File: src/rtl/zom_pkg.sv
// Shared types and geometry for the zombie sprite unit.
// Optional animation is enabled with the ZOMBIE_ANIM_EN macro.
package zom_pkg;

   typedef enum logic [1:0] {ST_IDLE, ST_WALK, ST_EAT, ST_DYING} state_t;

   localparam int unsigned X_W       = 10;
   localparam int unsigned ROW_W     = 3;
   localparam int unsigned HP_W      = 4;
   localparam int unsigned FRAME_W   = 3;
   localparam int unsigned ADDR_W    = 19;

   localparam int unsigned SPR_W     = 48;
   localparam int unsigned SPR_H     = 80;
   localparam int unsigned ROW_Y0    = 80;
   localparam int unsigned ROW_PITCH = 96;
   localparam int unsigned SPAWN_X   = 640;
   localparam int unsigned HOUSE_X   = 16;
   localparam int unsigned MAX_ROW   = 4;
   localparam int unsigned FRAME_PIX = SPR_W * SPR_H;

   localparam logic [FRAME_W-1:0] FR_WALK      = 3'd0;
   localparam logic [FRAME_W-1:0] FR_WALK_LAST = 3'd3;
   localparam logic [FRAME_W-1:0] FR_EAT       = 3'd4;
   localparam logic [FRAME_W-1:0] FR_EAT_LAST  = 3'd5;
   localparam logic [FRAME_W-1:0] FR_DIE       = 3'd6;

   function automatic logic [FRAME_W-1:0] first_frame(input state_t s);
      case (s)
         ST_EAT:   return FR_EAT;
         ST_DYING: return FR_DIE;
         default:  return FR_WALK;
      endcase
   endfunction

   // Cycle within the state's frame range; DYING holds a single frame.
   function automatic logic [FRAME_W-1:0] next_frame(input state_t s, input logic [FRAME_W-1:0] f);
      if (s == ST_WALK) return (f == FR_WALK_LAST) ? FR_WALK : f + FRAME_W'(1);
      if (s == ST_EAT)  return (f == FR_EAT_LAST) ? FR_EAT : FR_EAT_LAST;
      return f;
   endfunction

endpackage

File: src/rtl/zom_addr_gen.sv
// Pixel hit-test against the zombie sprite box and sprite-ROM address generation.
module zom_addr_gen
   import zom_pkg::*;
(
   input  logic               visible,
   input  logic [X_W-1:0]     draw_x,
   input  logic [X_W-1:0]     draw_y,
   input  logic [X_W-1:0]     pos_x,
   input  logic [ROW_W-1:0]   row,
   input  logic [FRAME_W-1:0] frame,
   output logic               zom_on_c,
   output logic [ADDR_W-1:0]  address_c
);

   logic [ADDR_W-1:0] px, py, ox, oy, dx, dy;
   logic              in_x, in_y;

   always_comb begin
      px   = ADDR_W'(draw_x);
      py   = ADDR_W'(draw_y);
      ox   = ADDR_W'(pos_x);
      oy   = ADDR_W'(ROW_Y0) + ADDR_W'(row) * ADDR_W'(ROW_PITCH);
      dx   = px - ox;
      dy   = py - oy;
      in_x = (px >= ox) && (px < ox + ADDR_W'(SPR_W));
      in_y = (py >= oy) && (py < oy + ADDR_W'(SPR_H));
      zom_on_c  = visible && in_x && in_y;
      address_c = '0;
      if (zom_on_c)
         address_c = ADDR_W'(frame) * ADDR_W'(FRAME_PIX) + dy * ADDR_W'(SPR_W) + dx;
   end

endmodule

File: src/rtl/zombie_unit.sv
// Single zombie: spawn, walk left, eat blocking plant, die on hits, animate sprite.
// Define ZOMBIE_ANIM_EN to cycle animation frames; otherwise each state shows a fixed frame.
module zombie_unit
   import zom_pkg::*;
#(
   parameter int unsigned HEALTH_INIT = 10,
   parameter int unsigned WALK_DIV    = 2,
   parameter int unsigned BITE_DIV    = 32,
   parameter int unsigned DIE_FRAMES  = 32,
   parameter int unsigned ANIM_DIV    = 8
)(
   input  logic               MAX10_CLK1_50,
   input  logic               Reset_n,
   input  logic               frame_clk,
   input  logic               spawn,
   input  logic [ROW_W-1:0]   spawn_row,
   input  logic               hit,
   input  logic               blocked,
   input  logic [X_W-1:0]     DrawX,
   input  logic [X_W-1:0]     DrawY,
   output logic               zom_on,
   output logic [ADDR_W-1:0]  address,
   output logic [X_W-1:0]     zom_x,
   output logic [ROW_W-1:0]   zom_row,
   output logic               active,
   output logic               bite,
   output logic               reached_house
);

   localparam int unsigned WALK_CW = $clog2(WALK_DIV + 1);
   localparam int unsigned BITE_CW = $clog2(BITE_DIV + 1);
   localparam int unsigned DIE_CW  = $clog2(DIE_FRAMES + 1);
   localparam int unsigned ANIM_CW = $clog2(ANIM_DIV + 1);

   if (HEALTH_INIT < 1 || HEALTH_INIT > 15 || WALK_DIV == 0 || BITE_DIV == 0 ||
       DIE_FRAMES == 0 || ANIM_DIV == 0 || ANIM_CW == 0) begin : g_bad_param
      $error("zombie_unit: parameter out of range");
   end

   state_t               state;
   logic                 fclk_q;
   logic [HP_W-1:0]      health;
   logic [WALK_CW-1:0]   walk_cnt;
   logic [BITE_CW-1:0]   bite_cnt;
   logic [DIE_CW-1:0]    die_cnt;
   logic [FRAME_W-1:0]   frame;
   logic                 tick_c;
   logic                 kill_c;

   assign tick_c = frame_clk & ~fclk_q;
   assign kill_c = hit && (health <= HP_W'(1));

   // Main FSM; a lethal hit wins over house/bite events in the same cycle.
   always_ff @(posedge MAX10_CLK1_50 or negedge Reset_n) begin
      if (!Reset_n) begin
         fclk_q        <= 1'b0;
         state         <= ST_IDLE;
         zom_x         <= X_W'(SPAWN_X);
         zom_row       <= '0;
         health        <= '0;
         walk_cnt      <= '0;
         bite_cnt      <= '0;
         die_cnt       <= '0;
         active        <= 1'b0;
         bite          <= 1'b0;
         reached_house <= 1'b0;
      end else begin
         fclk_q        <= frame_clk;
         bite          <= 1'b0;
         reached_house <= 1'b0;
         case (state)
            ST_IDLE: begin
               if (spawn && (spawn_row <= ROW_W'(MAX_ROW))) begin
                  state    <= ST_WALK;
                  active   <= 1'b1;
                  zom_x    <= X_W'(SPAWN_X);
                  zom_row  <= spawn_row;
                  health   <= HP_W'(HEALTH_INIT);
                  walk_cnt <= '0;
                  bite_cnt <= '0;
                  die_cnt  <= '0;
               end
            end
            ST_WALK: begin
               if (kill_c) begin
                  state   <= ST_DYING;
                  health  <= '0;
                  die_cnt <= '0;
               end else begin
                  if (hit) health <= health - HP_W'(1);
                  if (zom_x <= X_W'(HOUSE_X)) begin
                     reached_house <= 1'b1;
                     state         <= ST_IDLE;
                     active        <= 1'b0;
                  end else if (blocked) begin
                     state    <= ST_EAT;
                     bite_cnt <= '0;
                  end else if (tick_c) begin
                     if (walk_cnt == WALK_CW'(WALK_DIV - 1)) begin
                        walk_cnt <= '0;
                        zom_x    <= zom_x - X_W'(1);
                     end else begin
                        walk_cnt <= walk_cnt + WALK_CW'(1);
                     end
                  end
               end
            end
            ST_EAT: begin
               if (kill_c) begin
                  state   <= ST_DYING;
                  health  <= '0;
                  die_cnt <= '0;
               end else begin
                  if (hit) health <= health - HP_W'(1);
                  if (!blocked) begin
                     state    <= ST_WALK;
                     bite_cnt <= '0;
                  end else if (tick_c) begin
                     if (bite_cnt == BITE_CW'(BITE_DIV - 1)) begin
                        bite_cnt <= '0;
                        bite     <= 1'b1;
                     end else begin
                        bite_cnt <= bite_cnt + BITE_CW'(1);
                     end
                  end
               end
            end
            ST_DYING: begin
               if (tick_c) begin
                  if (die_cnt == DIE_CW'(DIE_FRAMES - 1)) begin
                     die_cnt <= '0;
                     state   <= ST_IDLE;
                     active  <= 1'b0;
                  end else begin
                     die_cnt <= die_cnt + DIE_CW'(1);
                  end
               end
            end
            default: begin
               state  <= ST_IDLE;
               active <= 1'b0;
            end
         endcase
      end
   end

`ifdef ZOMBIE_ANIM_EN
   state_t               anim_state;
   logic [FRAME_W-1:0]   anim_frame;
   logic [ANIM_CW-1:0]   anim_cnt;

   // A state mismatch marks the first cycle of a new state: restart its frame sequence.
   always_ff @(posedge MAX10_CLK1_50 or negedge Reset_n) begin
      if (!Reset_n) begin
         anim_state <= ST_IDLE;
         anim_frame <= FR_WALK;
         anim_cnt   <= '0;
      end else if (state != anim_state) begin
         anim_state <= state;
         anim_frame <= first_frame(state);
         anim_cnt   <= '0;
      end else if (tick_c && (state == ST_WALK || state == ST_EAT)) begin
         if (anim_cnt == ANIM_CW'(ANIM_DIV - 1)) begin
            anim_cnt   <= '0;
            anim_frame <= next_frame(state, anim_frame);
         end else begin
            anim_cnt <= anim_cnt + ANIM_CW'(1);
         end
      end
   end

   assign frame = (state != anim_state) ? first_frame(state) : anim_frame;
`else
   assign frame = first_frame(state);
`endif

   zom_addr_gen u_addr_gen (
      .visible   (state != ST_IDLE),
      .draw_x    (DrawX),
      .draw_y    (DrawY),
      .pos_x     (zom_x),
      .row       (zom_row),
      .frame     (frame),
      .zom_on_c  (zom_on),
      .address_c (address)
   );

endmodule
File: config.mk
export PLATFORM = sky130hd
export DESIGN_NAME = zombie_unit
export DESIGN_NICKNAME = d
export VERILOG_FILES = /design/src/rtl/zom_pkg.sv /design/src/rtl/zom_addr_gen.sv /design/src/rtl/zombie_unit.sv
export SDC_FILE = /design/constraint.sdc
export NUM_CORES = 1
export LEC_CHECK = 0
export BUFFER_PORTS_ARGS = -buffer_cell sky130_fd_sc_hd__buf_4
export CORE_MARGIN = 2
export CORE_UTILIZATION = 63
export DETAILED_ROUTE_END_ITERATION = 12
export PLACE_DENSITY = 0.93
export SKIP_LAST_GASP = 1
export SYNTH_ARGS = -nofsm -noshare
export SYNTH_HDL_FRONTEND = slang
export SYNTH_SLANG_ARGS = --single-unit
File: constraint.sdc
create_clock -name MAX10_CLK1_50 -period 10.4 [get_ports MAX10_CLK1_50]
set_input_delay 2.08 -clock MAX10_CLK1_50 [delete_from_list [all_inputs] [get_ports MAX10_CLK1_50]]
set_output_delay 2.08 -clock MAX10_CLK1_50 [all_outputs]
set_load 0.01 [all_outputs]
==> summary.txt, run 1 <==
Logic synthesis
  – Post-synth net total: 706
  – Yosys warns: 0
  – Largest area contributor in the netlist: ha_1
  – Primary FF master, synth: dfrtp_1
  – Synth area leaders: ha_1 21%, dfrtp_1 18%, o21ai_0 5.4%, xnor2_1 5.0%, fa_1 4.9%
  – Distinct cells, synth: 58
  – Synth top area share: 0.209
  – Synth Cell Area: 0.00486 mm²
  – Yosys reg bits: 37
  – Seq/Total Area, Yosys: 0.191
  – FFs w/ async S/R, synth: 1.00
  – Post-synth EDFFs: 0
  – Synthesized area per cell: 8.32 µm²
  – Synth Instances: 584

Detailed routing
  – DRC: 0
  – Initial DRC Count: 277
  – Routed met1 length: 5.02 mm
  – Top routing layer used: met4
  – Routed vias: 4673
  – Routed wire per std cell: 16.1 µm
  – Post-route ant nets: 0
  – Detailed Routing Iterations Pass 1: 5
  – DR WL met2: 6.08 mm
  – Drt via density: 6.26
  – Drt total wl: 12.0 mm
  – Met3 wire len: 618 µm

Clocking
  – Clock Tree Buf Depth: 2
  – CTS Buf Count: 5
  – Root buf cell: clkbuf_8
  – H-tree lvl count: 2
  – Clock Sinks: 37
  – Post-CTS setup buffer count: 0
  – CTS Hold Buffers Added: 0
  – CTS tree: built
  – # resized after CTS: 0
  – Worst-path clk slew: 80 ps
  – Worst-Skew Late Latency: 290 ps

STA
  – Rel. slew slack: 0.209
  – Final clock skew: 7.56 ps
  – Worst slew pin tran: 1170 ps
  – Setup TNS: 0 ps
  – Tmin final: 8970 ps
  – Final Hold Vio Count: 0
  – Endpoints failing setup: 0
  – FMAX: 112 MHz
  – RSZ-0062 raised after global routing: no
  – Final worst-path setup slack: 1430 ps
  – Fin crit share: 0.862
  – Slew Viols, Final: 0

Global route
  – Total grt overflow: 0
  – First-pass GRT wire length: 20.5 mm
  – Largest net degree at the start of global routing: 38
  – GRT Total Usage: 0.290
  – Vias in the first global route: 4539
  – Initial antenna violation count: 0

Worst setup path
  – WS Path Type: primary input to output pin
  – Worst path arrival time: 6890 ps
  – Req. time, crit path: 8320 ps
  – CP max FO: 9
  – Critical Path Start Type: primary input
  – Setup crit end kind: output pin

Status
  – Status: finished, final reports clean

Final layout
  – Nets@finish: 766
  – N_diodes: 0
  – Synth-to-layout area growth: 14.2%
  – Layout cells sized above 1: 0.143
  – Final std cells w/o fill: 747

Floorplan
  – Io pins: 65
  – Initial cell density of the core: 0.638
  – Die span in y: 91.8 µm
  – Die W: 91.8 µm
  – Die ar.: 0.00843 mm²
  – Rows: 32
  – Core footprint: 0.00761 mm²

Placement
  – GPL Wtd Cong: 0.903
  – Placed cells: 739
  – Post-Place Setup Slack: 1530 ps
  – Detail Placement HPWL: 9.27 mm
  – Port bufs: 64

Job
  – Max cap viols: 0

Hold path
  – Worst Hold Class: flop to flop
cell usage in the layout, fill, tap and decap left out, types with 3 or more instances in the layout:
cell type   n
a21o_1     12
inv_1      44
ha_1       81
nand2_1    43
o31ai_1     6
nor2b_1     9
a211o_1     3
or4_1       4
or2_2       6
nor2_1     38
a22o_1      5
nand4_1     8
o211ai_1    4
or3_1       5
xor2_1     14
o21ai_0    52
nand3_1    11
o221ai_1    3
a21oi_1    37
a21boi_0    6
o21bai_1    3
and3_1      6
nand2b_1   11
nor3_1     24
nor4_2      6
nor3b_1     5
fa_1       12
clkbuf_8    5
buf_4      65
o21a_1      9
a211oi_1    4
xnor2_1    28
nor4_1      5
mux2i_1     3
dfrtp_1    35
kinds of logic (layout without fill, tap and decap cells):
group           after synthesis  count (layout)  share of synthesized area
compound gates              164             164                      0.215
buf+inv                      56             117                     0.0459
fa+ha+maj                    94              94                      0.260
mux                           3               3                    0.00618
simple gates                188             188                      0.206
xor+xnor                     42              42                     0.0757
flops                        37              37                      0.191
sequential cells by signal, indices dropped and copies added (netlist names):
register       count
health             4
state              2
reached_house      1
bite_cnt           6
bite               1
zom_row            3
fclk_q             1
die_cnt            6
active             1
walk_cnt           2
zom_x             10
critical path, cell delays in order:
cell and delay [ps]:
buf_4 110, inv_1 40, ha_1 150, inv_1 50, fa_1 400, a21oi_1 300
o221ai_1 200, a31o_2 260, a21oi_1 890, fa_1 560, ha_1 360, a21oi_1 180
o21ai_0 190, a21oi_1 230, nand2_1 110, a31oi_1 220, xnor2_1 160, xnor2_1 140
nor3_1 60, buf_4 180
area by class of cell:
cell class                      count  area (µm²)
Sequential cell                    37         928
Fill cell                         537        2060
Inverter                           44         165
Clock buffer                        5        68.8
Timing Repair Buffer               65         488
Tap cell                          102         128
Multi-Input combinational cell    491        3710
Clock inverter                      3        65.1
through the flow:
stage / hold WS [ps] / instance area [µm²] / util
4_1_cts: 495 / 5550 / 0.729
5_1_grt: 513 / 5550 / 0.729
3_5_place_dp: 465 / 5420 / 0.712
6_report: 503 / 5550 / 0.729
2_1_floorplan: 436 / 4860 / -
3_3_place_gp: 457 / 5420 / 0.712
synth_stat cells (4+ instances only):
| master | count |
|---|---|
| xor2_1 | 14 |
| ha_1 | 81 |
| or3_1 | 5 |
| nor4_2 | 6 |
| nor2b_1 | 9 |
| nand2b_1 | 11 |
| a21o_1 | 12 |
| a21boi_0 | 6 |
| nand2_1 | 43 |
| nor3_1 | 24 |
| nor2_1 | 38 |
| a22o_1 | 5 |
| inv_1 | 44 |
| and3_1 | 6 |
| dfrtp_1 | 35 |
| clkbuf_1 | 6 |
| nor3b_1 | 5 |
| o211ai_1 | 4 |
| nor4_1 | 5 |
| nand3_1 | 11 |
| a211oi_1 | 4 |
| a21oi_1 | 37 |
| o21ai_0 | 52 |
| or4_1 | 4 |
| o31ai_1 | 6 |
| o21a_1 | 9 |
| fa_1 | 12 |
| xnor2_1 | 28 |
| buf_2 | 4 |
| nand4_1 | 8 |
| or2_2 | 6 |
worst paths after layout:
kind / start / endpoint / slack (ps) / depth (start not counted)
setup / recovery: DrawX[0] / address[18] / 1430 / 20
setup reg to reg: zom_x[1]$_DFFE_PN0P_ / zom_x[3]$_DFFE_PN0P_ / 7270 / 10
hold reg to reg: bite_cnt[5]$_DFFE_PN0P_ / bite_cnt[5]$_DFFE_PN0P_ / 500 / 1
hold / removal: bite_cnt[5]$_DFFE_PN0P_ / bite_cnt[5]$_DFFE_PN0P_ / 500 / 1
min in group asynchronous: Reset_n / zom_x[0]$_DFFE_PN0P_ / 1730 / 1
max in group asynchronous: Reset_n / health[3]$_DFFE_PN0P_ / 8320 / 1
routing by layer:
layer  GRT usage  up-vias
met5           0        -
met4       0.104        0
met3      0.0304       32
met2       0.517      190
met1       0.362     2218
li1            -     2233
Power of run 1 is left out: the tool's default activity adds up to more than one toggle a clock period on the data nets, which glitch-free logic cannot reach.
==> inputs of run 2 (changes only) <==
--- a/config.mk
+++ b/config.mk
@@ -5,12 +5,12 @@
 export SDC_FILE = /design/constraint.sdc
 export NUM_CORES = 1
 export LEC_CHECK = 0
+export ABC_AREA = 1
 export BUFFER_PORTS_ARGS = -buffer_cell sky130_fd_sc_hd__buf_4
 export CORE_MARGIN = 2
 export CORE_UTILIZATION = 63
 export DETAILED_ROUTE_END_ITERATION = 12
 export PLACE_DENSITY = 0.93
-export SKIP_LAST_GASP = 1
 export SYNTH_ARGS = -nofsm -noshare
 export SYNTH_HDL_FRONTEND = slang
 export SYNTH_SLANG_ARGS = --single-unit
==> run 2 against run 1 <==
Critical path depth is 1 higher. Critical endpoint is now address[16]. Largest cell class unchanged. Sequential share of layout area down 0.74 points. Global-route usage shrank 0.43 points.
==> summary.txt, run 2 <==
Detailed routing
  – Detailed Routing Iterations Pass 1: 5 (unchanged)
  – DRC: 0 (unchanged)
  – Drt via density: 5.68 (was 6.26)
  – Drt total wl: 12.2 mm (was 12.0 mm)
  – Initial DRC Count: 252 (was 277)
  – Routed vias: 4964 (was 4673)
  – Post-route ant nets: 0 (unchanged)
  – Routed wire per std cell: 13.9 µm (was 16.1 µm)

STA
  – RSZ-0062 raised after global routing: no (unchanged)
  – Rel. slew slack: 0.656 (was 0.209)
  – Setup TNS: 0 ps (unchanged)
  – Final Hold Vio Count: 0 (unchanged)
  – Worst slew pin tran: 513 ps (was 1170 ps)
  – Slew Viols, Final: 0 (unchanged)
  – FMAX: 123 MHz (was 112 MHz)
  – Final clock skew: 4.45 ps (was 7.56 ps)
  – Tmin final: 8140 ps (was 8970 ps)
  – Fin crit share: 0.783 (was 0.862)
  – Endpoints failing setup: 0 (unchanged)

Placement
  – Port bufs: 64 (unchanged)
  – Detail Placement HPWL: 10.1 mm (was 9.27 mm)
  – GPL Wtd Cong: 0.947 (was 0.903)

Global route
  – Total grt overflow: 0 (unchanged)
  – Largest net degree at the start of global routing: 38 (unchanged)
  – GRT Total Usage: 0.285 (was 0.290)
  – Vias in the first global route: 4736 (was 4539)
  – Initial antenna violation count: 0 (unchanged)
  – First-pass GRT wire length: 20.6 mm (was 20.5 mm)

Floorplan
  – Die ar.: 0.00881 mm² (was 0.00843 mm²)
  – Core footprint: 0.00777 mm² (was 0.00761 mm²)
  – Rows: 32 (unchanged)
  – Die span in y: 93.9 µm (was 91.8 µm)
  – Io pins: 65 (unchanged)
  – Initial cell density of the core: 0.655 (was 0.638)
  – Die W: 93.9 µm (was 91.8 µm)

Clocking
  – CTS Buf Count: 5 (unchanged)
  – Worst-path clk slew: 70 ps (was 80 ps)
  – Post-CTS setup buffer count: 0 (unchanged)
  – # resized after CTS: 0 (unchanged)
  – Clock Sinks: 37 (unchanged)
  – Worst-Skew Late Latency: 290 ps (about the same)
  – CTS tree: built (unchanged)
  – CTS Hold Buffers Added: 0 (unchanged)
  – H-tree lvl count: 2 (unchanged)
  – Root buf cell: clkbuf_8 (unchanged)
  – Clock Tree Buf Depth: 2 (unchanged)

Final layout
  – FF/Latch Area: 928 µm² (unchanged)
  – Layout fillers: 570 (was 537)
  – Area of the multi-input gates: 0.00368 mm² (was 0.00371 mm²)
  – N_diodes: 0 (unchanged)
  – Max reg flops: 10 (unchanged)
  – Synth-to-layout area growth: 14.1% (was 14.2%)
  – Top reg by flops: zom_x (unchanged)
  – Commonest non-fill, non-tap cell in the layout: inv_1 (was ha_1)
  – Nets@finish: 893 (was 766)
  – Commonest cells after routing, fill and taps aside: 118 x inv_1, 115 x nand2_1, 81 x ha_1 (was 81 x ha_1, 65 x buf_4, 52 x o21ai_0)
  – Layout cells sized above 1: 0.149 (was 0.143)
  – Biggest regs: zom_x x10, bite_cnt x6, die_cnt x6 (unchanged)

Status
  – Status: finished, final reports clean (unchanged)

Logic synthesis
  – Synth Cell Area: 0.00509 mm² (was 0.00486 mm²)
  – Primary FF master, synth: dfrtp_1 (unchanged)
  – Synth area leaders: ha_1 20%, dfrtp_1 17%, inv_1 8.7%, nand2_1 8.5%, a21oi_1 5.1% (was ha_1 21%, dfrtp_1 18%, o21ai_0 5.4%, xnor2_1 5.0%, fa_1 4.9%)
  – Seq/Total Area, Yosys: 0.182 (was 0.191)
  – Cell with the most instances after synthesis: inv_1 (was ha_1)
  – Synth cell count leaders: 118 x inv_1, 115 x nand2_1, 81 x ha_1 (was 81 x ha_1, 52 x o21ai_0, 44 x inv_1)
  – Yosys reg bits: 37 (unchanged)
  – Synth Instances: 701 (was 584)
  – Largest area contributor in the netlist: ha_1 (unchanged)
  – Synth top area share: 0.199 (was 0.209)
  – FFs w/ async S/R, synth: 1.00 (unchanged)
  – Post-synth net total: 823 (was 706)
  – Synthesized area per cell: 7.26 µm² (was 8.32 µm²)
  – Yosys warns: 0 (unchanged)
  – Post-synth EDFFs: 0 (unchanged)
  – Distinct cells, synth: 51 (was 58)

Worst setup path
  – Worst Reg-to-Reg Cells: 9 (was 10)
  – WS Path Type: primary input to output pin (unchanged)
  – CP max FO: 5 (was 9)
  – Setup crit end kind: output pin (unchanged)
  – Worst path arrival time: 6060 ps (was 6890 ps)
  – R2R Setup Slk: 8030 ps (was 7270 ps)
  – Reg2Reg Capture Point: zom_x[4]$_DFFE_PN0P_ (was zom_x[3]$_DFFE_PN0P_)
  – Critical Path Start Type: primary input (unchanged)
  – RR Startpoint: state[1]$_DFFE_PN0P_ (was zom_x[1]$_DFFE_PN0P_)
  – Req. time, crit path: 8320 ps (about the same)

Job
  – Max cap viols: 0 (unchanged)

Hold path
  – Worst Hold Class: flop to flop (unchanged)
  – Hold path cells: 1 (unchanged)
  – WHS Endpoint: bite$_DFF_PN0_ (was bite_cnt[5]$_DFFE_PN0P_)
  – Worst Min Path Start: fclk_q$_DFF_PN0_ (was bite_cnt[5]$_DFFE_PN0P_)
## run 2: cell count changes after synthesis, moves of 15 or more
cell / before / now
nand3_1: 11 / 43
nand2_1: 43 / 115
a21oi_1: 37 / 52
nor2_1: 38 / 62
inv_1: 44 / 118
o21ai_0: 52 / 29
## run 2: worst max path at each step
stage | slack [ps] | depth (start not counted) | end | start
5_1_grt | 1860 | 21 | address[16] | DrawY[4]
2_1_floorplan | 2880 | 19 | address[16] | DrawY[4]
4_1_cts | 2290 | 21 | address[16] | DrawY[4]
6_report | 2260 | 21 | address[16] | DrawY[4]
3_5_place_dp | 2290 | 21 | address[16] | DrawY[4]
3_3_place_gp | 2480 | 21 | address[16] | DrawY[4]
## run 2: final cells by class
class                           instances  area share
Multi-Input combinational cell        539       0.634
Sequential cell                        37       0.160
Clock inverter                          2     0.00647
Timing Repair Buffer                   64      0.0828
Tap cell                              102      0.0220
Inverter                              124      0.0802
Clock buffer                            6      0.0142
## run 2: critical path: stages
cell       delay (ps)
buf_4             100
inv_1              80
fa_1              470
inv_1              90
a21oi_1            80
xnor2_1           150
ha_1              360
nand2_1           100
o21ai_0           310
xor2_1            180
inv_1              70
fa_1              440
ha_1              370
nand2_1            90
nor3_1            230
nand3_1           110
o2111ai_1         200
a21oi_1           140
xor2_1            170
nor2_2            110
buf_4             130
## run 2: cell families after synthesis
kind of cell    Yosys count  share of synthesized area
simple gates            284                      0.267
buf+inv                 125                     0.0937
compound gates          124                      0.145
fa+ha+maj                93                      0.246
xor+xnor                 38                     0.0654
flops                    37                      0.182
## run 2: layer usage
metal	vias up	wire length [µm]	global-route usage
met2	184	6170	0.514
li1	2481	-	-
met4	0	192	0.0833
met5	-	0	0
met1	2271	5140	0.364
met3	28	682	0.0241
## run 2: per-stage QoR
step,setup slack (ps),instance area [µm²],utilization,hold WS [ps],instances
4_1_cts,2290,5800,0.747,443,874
3_5_place_dp,2290,5680,0.732,431,866
5_1_grt,1860,5800,0.747,462,874
2_1_floorplan,2880,5090,-,410,701
3_3_place_gp,2480,5680,0.732,423,866
6_report,2260,5800,0.747,447,874
Power of run 2 is left out for the same reason.
